`src/rtl/inst_sram_axi_bridge.sv`:
```
// Bridges the fetch stage's SRAM-like instruction port onto AXI4 AR/R channels (single-beat, in order).
// Optional macro INST_BRIDGE_RESP_ERR_EN adds a sticky inst_bus_err flag and zeroes errored read data.
module inst_sram_axi_bridge #(
  parameter logic [3:0] ARID_VAL        = 4'd0,
  parameter int         MAX_OUTSTANDING = 2
) (
  input  logic        clk,
  input  logic        resetn,
  input  logic        inst_sram_req,
  input  logic        inst_sram_wr,
  input  logic [1:0]  inst_sram_size,
  input  logic [31:0] inst_sram_addr,
  output logic        inst_sram_addr_ok,
  output logic        inst_sram_data_ok,
  output logic [31:0] inst_sram_rdata,
  output logic [3:0]  arid,
  output logic [31:0] araddr,
  output logic [7:0]  arlen,
  output logic [2:0]  arsize,
  output logic [1:0]  arburst,
  output logic [1:0]  arlock,
  output logic [3:0]  arcache,
  output logic [2:0]  arprot,
  output logic        arvalid,
  input  logic        arready,
  input  logic [3:0]  rid,
  input  logic [31:0] rdata,
  input  logic [1:0]  rresp,
  input  logic        rlast,
  input  logic        rvalid,
  output logic        rready
`ifdef INST_BRIDGE_RESP_ERR_EN
  ,
  output logic        inst_bus_err
`endif
);

  typedef enum logic [0:0] {AR_IDLE, AR_SEND} ar_state_e;

  localparam logic [2:0] MAX_CNT = 3'(MAX_OUTSTANDING);

  ar_state_e   state_q, state_d;
  logic [31:0] araddr_q, araddr_d;
  logic [1:0]  arsize_q, arsize_d;
  logic [2:0]  cnt_q, cnt_d;
  logic        data_ok_q, data_ok_d;
  logic [31:0] rdata_q, rdata_d;
  logic        bus_err_q, bus_err_d;
  logic        addr_ok;
  logic        r_counted;
  logic        r_is_err;
  logic        unused_in;

  // A beat arriving with nothing counted is a leftover from before a reset.
  assign r_counted = rvalid && rready && (cnt_q != 3'd0);

`ifdef INST_BRIDGE_RESP_ERR_EN
  assign r_is_err     = rresp[1];
  assign inst_bus_err = bus_err_q;
`else
  assign r_is_err     = 1'b0;
`endif

  assign unused_in = ^{inst_sram_wr, rid, rlast, rresp, bus_err_q};

  always_comb begin
    state_d   = state_q;
    araddr_d  = araddr_q;
    arsize_d  = arsize_q;
    data_ok_d = r_counted;
    rdata_d   = rdata_q;
    bus_err_d = bus_err_q;
    addr_ok   = 1'b0;
    case (state_q)
      AR_IDLE: begin
        addr_ok = inst_sram_req && (cnt_q < MAX_CNT);
        if (addr_ok) begin
          araddr_d = inst_sram_addr;
          arsize_d = inst_sram_size;
          state_d  = AR_SEND;
        end
      end
      AR_SEND: begin
        if (arready) state_d = AR_IDLE;
      end
      default: state_d = AR_IDLE;
    endcase
    if (r_counted) begin
      rdata_d = r_is_err ? 32'h0 : rdata;
      if (r_is_err) bus_err_d = 1'b1;
    end
    cnt_d = cnt_q + {2'b00, addr_ok} - {2'b00, r_counted};
  end

  always_ff @(posedge clk) begin
    if (!resetn) begin
      state_q   <= AR_IDLE;
      araddr_q  <= 32'h0;
      arsize_q  <= 2'b00;
      cnt_q     <= 3'd0;
      data_ok_q <= 1'b0;
      rdata_q   <= 32'h0;
      bus_err_q <= 1'b0;
    end else begin
      state_q   <= state_d;
      araddr_q  <= araddr_d;
      arsize_q  <= arsize_d;
      cnt_q     <= cnt_d;
      data_ok_q <= data_ok_d;
      rdata_q   <= rdata_d;
      bus_err_q <= bus_err_d;
    end
  end

  assign inst_sram_addr_ok = addr_ok;
  assign inst_sram_data_ok = data_ok_q;
  assign inst_sram_rdata   = rdata_q;
  assign arid              = ARID_VAL;
  assign araddr            = araddr_q;
  assign arlen             = 8'd0;
  assign arsize            = {1'b0, arsize_q};
  assign arburst           = 2'b01;
  assign arlock            = 2'b00;
  assign arcache           = 4'd0;
  assign arprot            = 3'd0;
  assign arvalid           = (state_q == AR_SEND);
  assign rready            = 1'b1;

endmodule

```
`config.mk`:
```
export PLATFORM = sky130hd
export DESIGN_NAME = inst_sram_axi_bridge
export DESIGN_NICKNAME = d
export VERILOG_FILES = /design/src/rtl/inst_sram_axi_bridge.sv
export SDC_FILE = /design/constraint.sdc
export NUM_CORES = 1
export LEC_CHECK = 0
export ABC_AREA = 1
export BUFFER_PORTS_ARGS = -buffer_cell sky130_fd_sc_hd__buf_2
export CAP_MARGIN = 20
export CORE_MARGIN = 4
export CORE_UTILIZATION = 35
export DETAILED_ROUTE_END_ITERATION = 7
export GPL_ROUTABILITY_DRIVEN = 0
export HOLD_SLACK_MARGIN = 0.05
export PLACE_DENSITY = 0.73
export SYNTH_ARGS = -nofsm -noshare
export SYNTH_HDL_FRONTEND = slang
export SYNTH_SLANG_ARGS = --single-unit
export TNS_END_PERCENT = 100
```
`constraint.sdc`:
```
create_clock -name clk -period 2.7 [get_ports clk]
set_input_delay 0.54 -clock clk [delete_from_list [all_inputs] [get_ports clk]]
set_output_delay 0.54 -clock clk [all_outputs]
set_load 0.05 [all_outputs]
```
== After elaboration in Yosys (flattened, before gate mapping) ==
Index checks and enable logic that the tools add are counted.
Storage, ports and cells
  register bits: 71
  bits in latches: 0
  bits in writable memories: 0
  ROM bits: 0
  memories: 0
Cells by class
  add/subtract/negate cells: 2
  multipliers: 0
  divide/modulo/power cells: 0
  magnitude comparators: 1
  equal/unequal tests: 0
  shift operators: 0
  mux-type cells: 4
  bitwise logic cells: 1
  reductions and logical operators: 4
Operators by type and width (number)
  $add A3 B1 Y3: 1
  $lt A3 B2 Y1 const B: 1
  $mux W1: 3
  $reduce_bool A3 Y1: 1
  $sub A3 B1 Y3: 1
  $logic_and A1 B1 Y1: 2
  $pmux W1 S2: 1
  $reduce_and A2 Y1: 1
  $not A1 Y1: 1

== Longest topological paths before layout ==
Gate-level depths: netlist of run 1.
  depth after elaboration: 5
  depth in mapped cells: 12
  gate-level depth less buffers: 10

== Worst setup path after synthesis of run 1 ==
Ideal clock, no wire load.
  kind: input to register
  start: input port rvalid
  end: register cnt_q[2]
  arrival time: 1.983 ns
  required time: 2.586 ns
  slack: 0.603 ns
  stages: 10
  buffers on the path: 2
  path through: buf_2 buf_2 nand2_1 inv_1 ha_1 inv_1 ha_1 fa_1 xor2_1 nor2_1
Between the ends
  cells in the longest elaborated chain, start to end: 2
Ends and longest elaborated chain
  start: declaration: RTL line 30  | input logic rvalid,
  $logic_and A1 B1 Y1: RTL line 55  | assign r_counted = rvalid && rready && (cnt_q != 3'd0);
  net data_ok_d: RTL line 46  | logic data_ok_q, data_ok_d;
  $sub A3 B1 Y3: RTL line 92  | cnt_d = cnt_q + {2'b00, addr_ok} - {2'b00, r_counted};
  end signal: assignment: RTL line 108  | cnt_q <= cnt_d;
  end: declaration: RTL line 45  | logic [2:0] cnt_q, cnt_d;
The timed path passes the listed nets, and every way through them passes these cells.
A chain may end at the register's enable or synchronous reset.

== Final worst setup path of run 1 ==
  start: register cnt_q[1]
  end: output port inst_sram_addr_ok
Between the ends
  cells in the longest elaborated chain, start to end: 3
Ends and longest elaborated chain
  $lt A3 B2 Y1: RTL line 76  | addr_ok = inst_sram_req && (cnt_q < MAX_CNT);
  $logic_and A1 B1 Y1: RTL line 76
  $mux W1: RTL line 74  | case (state_q)
  end: declaration: RTL line 13  | output logic inst_sram_addr_ok,
Every way passes these cells.

==> impl_metrics.csv, run 1 <==
group,metric,value,unit
detailed_routing,antenna_left,0,
synthesis,yosys.area.top_type,"dfxtp_1",
synthesis,synth_top_family_by_area,"simple AND/OR/NAND/NOR gates",
layout,design_area,0.00385,mm2
layout,layout.nets,622,
synthesis,ys_top_cells_by_area,"dfxtp_1 (47%), nor2_1 (13%), buf_4 (6.7%)",
clocking,post_cts_buffers,0,
timing,tns,0,ps
critical_path,cp_max_fo,6,
run,drv_cap,0,
clocking,cts.reportedPaths.clkPinSlew,80,ps
timing,slew_viol_final,0,
grt,overflow,0,
synthesis,synth_top_area_share,0.469,
critical_path,critPathKind,"register to primary output",
synthesis,synthesis.instances,414,
critical_path,arrival,1500,ps
timing,max_freq,490,MHz
clocking,ctsHtreeMaxLevel,3,
synthesis,synth_compound_area_frac,0.111,
power_and_ir_drop,p_per_area,1210,mW/mm2
power_and_ir_drop,vdd_drop_max,0.000498,V
grt,grt_use_total,0.143,
timing,post-route-period-util,0.756,
critical_path,crit_slowest_cell,"dfxtp_1",
clocking,cts-hold-fix-buffers,0,
clocking,clk_path_buf_depth,2,
timing,fin_skew,10.5,ps
clocking,cts_tree,"yes",
synthesis,ys.warnings.count,0,
place,numPortBuffers,139,
grt,grt_pass1_vias,2714,
synthesis,synth.distinct_cells,18,
floorplan,die_h,101,um
synthesis,syn-cell-area,0.00303,mm2
timing,period_minus_slack,2040,ps
clocking,cts.sink_count,71,
floorplan,die_area,0.0102,mm2
synthesis,synth_fa_ha_area_frac,0.0190,
synthesis,yosys.area_share.simple,0.231,
critical_path,path_cells,"inv_1 > ha_1 > nand2_1 > nor2_4 > buf_2",
timing,rsz0062_at_grt,"false",
grt,grt_pass1_wl,11900,um
detailed_routing,drt-pass1-iter-count,4,
layout,final_core_util,0.461,
critical_path,critPathRequiredTime,2160,ps
worst_hold_path,hold_path_class,"input pin to register",
clocking,clk_latency,340,ps
critical_path,slowest_delay,300,ps
detailed_routing,wire_per_inst,11.3,um
detailed_routing,drc,0,
place,hpwl,5160,um
clocking,cts_resized,0,
detailed_routing,drt-total-wl,7340,um
clocking,cts-root-buf,"clkbuf_8",
floorplan,core,0.00834,mm2
layout,fillCellCount,823,
synthesis,synth-seq-cells,71,
floorplan,num_rows,33,
timing,setup_violations,0,
layout,diodes,0,
floorplan,dieWidth,101,um
floorplan,initial_core_util,0.363,
critical_path,crit_path_start_kind,"register",
detailed_routing,dr.first_iter.drc_count,89,
synthesis,synthMuxAreaShare,0,
place,place_area,0.00365,mm2
synthesis,seq_area_frac_synth,0.469,
layout,final_layout_size_suffix_gt1_frac,0.298,
timing,worstMarginPinSlew,643,ps
timing,slew_headroom,0.571,
synthesis,syn_area_per_cell,7.32,um2
layout,area_growth,26.9,%
outcome,status,"completed",
timing,hold_viol_final,0,
detailed_routing,num_vias,2889,
detailed_routing,route.detailed.vias_per_inst,4.45,
grt,grt_max_degree,65,
clocking,numCtsBuffers,9,
power_and_ir_drop,p_leak,2.14,nW
floorplan,boundaryPins,173,
critical_path,crit_path_end_kind,"primary output",
grt,antenna_found_initial,0,
synthesis,synth_xor_area_frac,0.00289,
==> cell usage in the layout, fill, tap and decap left out, types with 2 or more instances in the layout <==
cell        instances
buf_2             139
nor2_1            103
dfxtp_1            71
inv_1              42
nand2_1            37
o21ai_0            34
a21oi_1            33
nand3_1            32
conb_1             25
clkbuf_8            9
ha_1                3
buf_4               3
clkinvlp_4          2
clkinv_2            2
==> cells by family after synthesis <==
family / count (synthesis)
buf+inv: 95
xor+xnor: 1
fa+ha+maj: 4
simple gates: 174
compound gates: 67
other cells: 2
flops: 71
==> registers in the layout (all words and copies together), names as in the netlist <==
register and cells:
inst_sram_rdata 32, arsize_q 2, arvalid 1, inst_sram_data_ok 1, araddr 32, cnt_q 3
==> per-stage QoR <==
stage,total power [mW],setup slack [ps],hold slack (ps),cells
detailed placement,3.86,716,463,633
finish,4.67,659,418,649
CTS,4.73,622,398,649
floorplan,3.46,603,604,437
global route,4.98,537,399,649
global placement,3.81,769,457,633
==> metal layers <==
metal | up-vias | track usage | wire length, um
met5 | - | 0 | 0
met4 | 0 | 0.0552 | 72
met3 | 7 | 0.0540 | 852
met2 | 130 | 0.238 | 3310
met1 | 1272 | 0.165 | 3100
li1 | 1480 | - | -
==> cell usage after synthesis (all sizes together) <==
cell type and n:
dfxtp 71, a21oi 33, o21ai 34, nand2 38
fa 1, ha 3, nor2 104, inv 43
nand3 32, conb 2, buf 44, xor2 1
clkbuf 8
==> worst paths after layout <==
check / startpoint / endpoint / slack (ps) / cells past startpoint
hold / removal: inst_sram_addr[14] / araddr[14]$_SDFFE_PN0P_ / 420 / 3
setup / recovery: cnt_q[1]$_SDFF_PN0_ / inst_sram_addr_ok / 660 / 5
setup reg to reg: cnt_q[2]$_SDFF_PN0_ / cnt_q[2]$_SDFF_PN0_ / 880 / 10
hold reg to reg: inst_sram_rdata[21]$_SDFFE_PN0P_ / inst_sram_rdata[21]$_SDFFE_PN0P_ / 480 / 2
==> area by class of cell <==
| cell class | count | area [um2] | share of cell area |
|---|---|---|---|
| multi-input cells | 271 | 1200 | 0.312 |
| inverters | 43 | 161 | 0.0420 |
| well taps | 105 | 131 | 0.0341 |
| repair buffers | 143 | 738 | 0.192 |
| clock inverters | 7 | 72.6 | 0.0189 |
| clock buffers | 9 | 124 | 0.0322 |
| flip-flops and latches | 71 | 1420 | 0.369 |
==> worst max-delay path, delay by kind of cell (launching register included) <==
kind                       cells  cell delay (ps)
adders and majority gates      1              170
buffers and inverters          2              420
DFF                            1              300
and+or+nand+nor                2              270
==> power by group <==
group,internal (mW),switching (mW)
Clock,0.428,0.417
Combinational,0.515,1.80
Sequential,1.36,0.145
(Power assumes the default switching activity.)
==> run 2: changes to the inputs <==
--- a/config.mk
+++ b/config.mk
@@ -13,7 +13,7 @@
 export DETAILED_ROUTE_END_ITERATION = 7
 export GPL_ROUTABILITY_DRIVEN = 0
 export HOLD_SLACK_MARGIN = 0.05
-export PLACE_DENSITY = 0.73
+export PLACE_DENSITY = 0.76
 export SYNTH_ARGS = -nofsm -noshare
 export SYNTH_HDL_FRONTEND = slang
 export SYNTH_SLANG_ARGS = --single-unit
==> constraint.sdc (replaced) <==
create_clock -name clk -period 1.7 [get_ports clk]
set_input_delay 0.34 -clock clk [delete_from_list [all_inputs] [get_ports clk]]
set_output_delay 0.34 -clock clk [all_outputs]
set_load 0.05 [all_outputs]
==> run 2 against run 1 <==
Compared with the run above:
- the flow now finishes with violations (negative setup slack)
- worst setup slack got worse by 670 ps
- hold slack got worse by 190 ps
- first-iteration DRC count grew 24%
- critical path depth is 5 higher
- flip-flop and latch count unchanged
- final cell count rose by 1.4%
- highest routed layer unchanged
==> impl_metrics.csv, run 2 (synthesis results as in run 1) <==
group,metric,value,unit
outcome,status,"finished with violations",
run,drv_cap,0,
worst_hold_path,hold_path_class,"input pin to register",
timing,post-route-period-util,1.01,
critical_path,arrival,1920,ps
layout,fillCellCount,818,
timing,max_freq,585,MHz
power_and_ir_drop,p_per_area,1940,mW/mm2
floorplan,die_area,0.0102,mm2
clocking,ctsHtreeMaxLevel,3,
clocking,cts-hold-fix-buffers,0,
layout,final_layout_size_suffix_gt1_frac,0.331,
power_and_ir_drop,vdd_drop_max,0.000877,V
detailed_routing,drt-total-wl,7890,um
timing,tns,-16.9,ps
timing,hold_viol_final,0,
clocking,cts.reportedPaths.clkPinSlew,80,ps
timing,fin_skew,13.9,ps
clocking,cts.sink_count,71,
power_and_ir_drop,p_leak,2.21,nW
timing,worstMarginPinSlew,593,ps
floorplan,num_rows,33,
critical_path,cp_max_fo,2,
timing,slew_headroom,0.604,
detailed_routing,dr.first_iter.drc_count,110,
clocking,cts-root-buf,"clkbuf_8",
grt,grt_pass1_wl,12700,um
clocking,numCtsBuffers,9,
critical_path,critPathKind,"register to register",
clocking,cts_tree,"yes",
outcome,violations,"negative setup slack",
place,numPortBuffers,139,
detailed_routing,wire_per_inst,12.0,um
clocking,clk_path_buf_depth,2,
layout,layout.cells.most_common_list,"buf_2 (138), nor2_1 (102), dfxtp_1 (68)",
grt,grt_max_degree,65,
layout,multi_input_area,0.00125,mm2
layout,area_growth,32.9,%
layout,final_common_cell,"buf_2",
clocking,clk_latency,330,ps
critical_path,critPathRequiredTime,1910,ps
grt,grt_pass1_vias,2810,
layout,diodes,0,
detailed_routing,num_vias,2953,
detailed_routing,drc,0,
detailed_routing,antenna_left,0,
floorplan,boundaryPins,173,
floorplan,dieWidth,101,um
floorplan,die_h,101,um
floorplan,initial_core_util,0.363,
grt,grt_use_total,0.154,
detailed_routing,route.detailed.vias_per_inst,4.49,
layout,layout.nets,631,
critical_path,crit_path_end_kind,"register",
timing,hold_ws,224,ps
timing,period_minus_slack,1710,ps
place,hpwl,5170,um
floorplan,core,0.00834,mm2
timing,fin_ws,-8.82,ps
detailed_routing,drt-pass1-iter-count,4,
timing,setup_violations,2,
grt,antenna_found_initial,0,
grt,overflow,0,
layout,ff_latch_area,0.00143,mm2
timing,slew_viol_final,0,
timing,rsz0062_at_grt,"true",
critical_path,crit_path_start_kind,"register",
[run 2: report_power, final]
group	switching, mW	internal (mW)
sequential	0.240	2.17
clock	0.636	0.720
combinational	2.99	1.06
total	3.87	3.94
[run 2: final timing paths]
check	from	to	slack, ps	depth (start not counted)
setup reg to reg	cnt_q[2]$_SDFF_PN0_	cnt_q[2]$_SDFF_PN0_	-9	10
hold reg to reg	inst_sram_rdata[18]$_SDFFE_PN0P_	inst_sram_rdata[18]$_SDFFE_PN0P_	480	2
hold / removal	inst_sram_addr[17]	araddr[17]$_SDFFE_PN0P_	220	3
setup / recovery	cnt_q[2]$_SDFF_PN0_	cnt_q[2]$_SDFF_PN0_	-9	10
[run 2: layer usage]
metal,part of all wire,up-vias,GRT usage
li1,-,1494,-
met1,0.42,1319,0.187
met2,0.46,132,0.252
met3,0.11,8,0.0554
met4,0.013,0,0.0552
met5,0,-,0
[run 2: repair_timing]
item,in CTS,in global routing
pin swaps,4,4
cloned,1,0
endpoints found under the hold margin,0,0
gates resized for setup,13,3
setup endpoints to repair,3,3
buffers inserted,5,0
[run 2: stage by stage]
| step | setup slack (ps) | instances | util | total power, mW | area (um2) |
|---|---|---|---|---|---|
| 3_5_place_dp | -42.9 | 636 | 0.443 | 6.21 | 3690 |
| 5_1_grt | -134 | 658 | 0.483 | 8.33 | 4030 |
| 6_report | -8.82 | 658 | 0.483 | 7.81 | 4030 |
| 2_1_floorplan | -188 | 437 | - | 5.53 | 3130 |
| 4_1_cts | -15.6 | 658 | 0.482 | 7.86 | 4020 |
| 3_3_place_gp | -6.15 | 636 | 0.443 | 6.13 | 3690 |
[run 2: critical path, stage by stage (launching register included)]
cell	delay [ps]
dfxtp_1	320
nor2_2	110
nand2_2	60
nand2_2	70
inv_2	50
ha_4	250
inv_2	40
ha_4	150
fa_2	350
xor2_1	160
nor2_1	60
[run 2: layout make-up]
type                            instances  share of cell area
Clock inverter                          5              0.0140
Clock buffer                           11              0.0351
Inverter                               43              0.0407
Timing Repair Buffer                  152               0.213
Sequential cell                        71               0.354
Tap cell                              105              0.0326
Multi-Input combinational cell        271               0.311
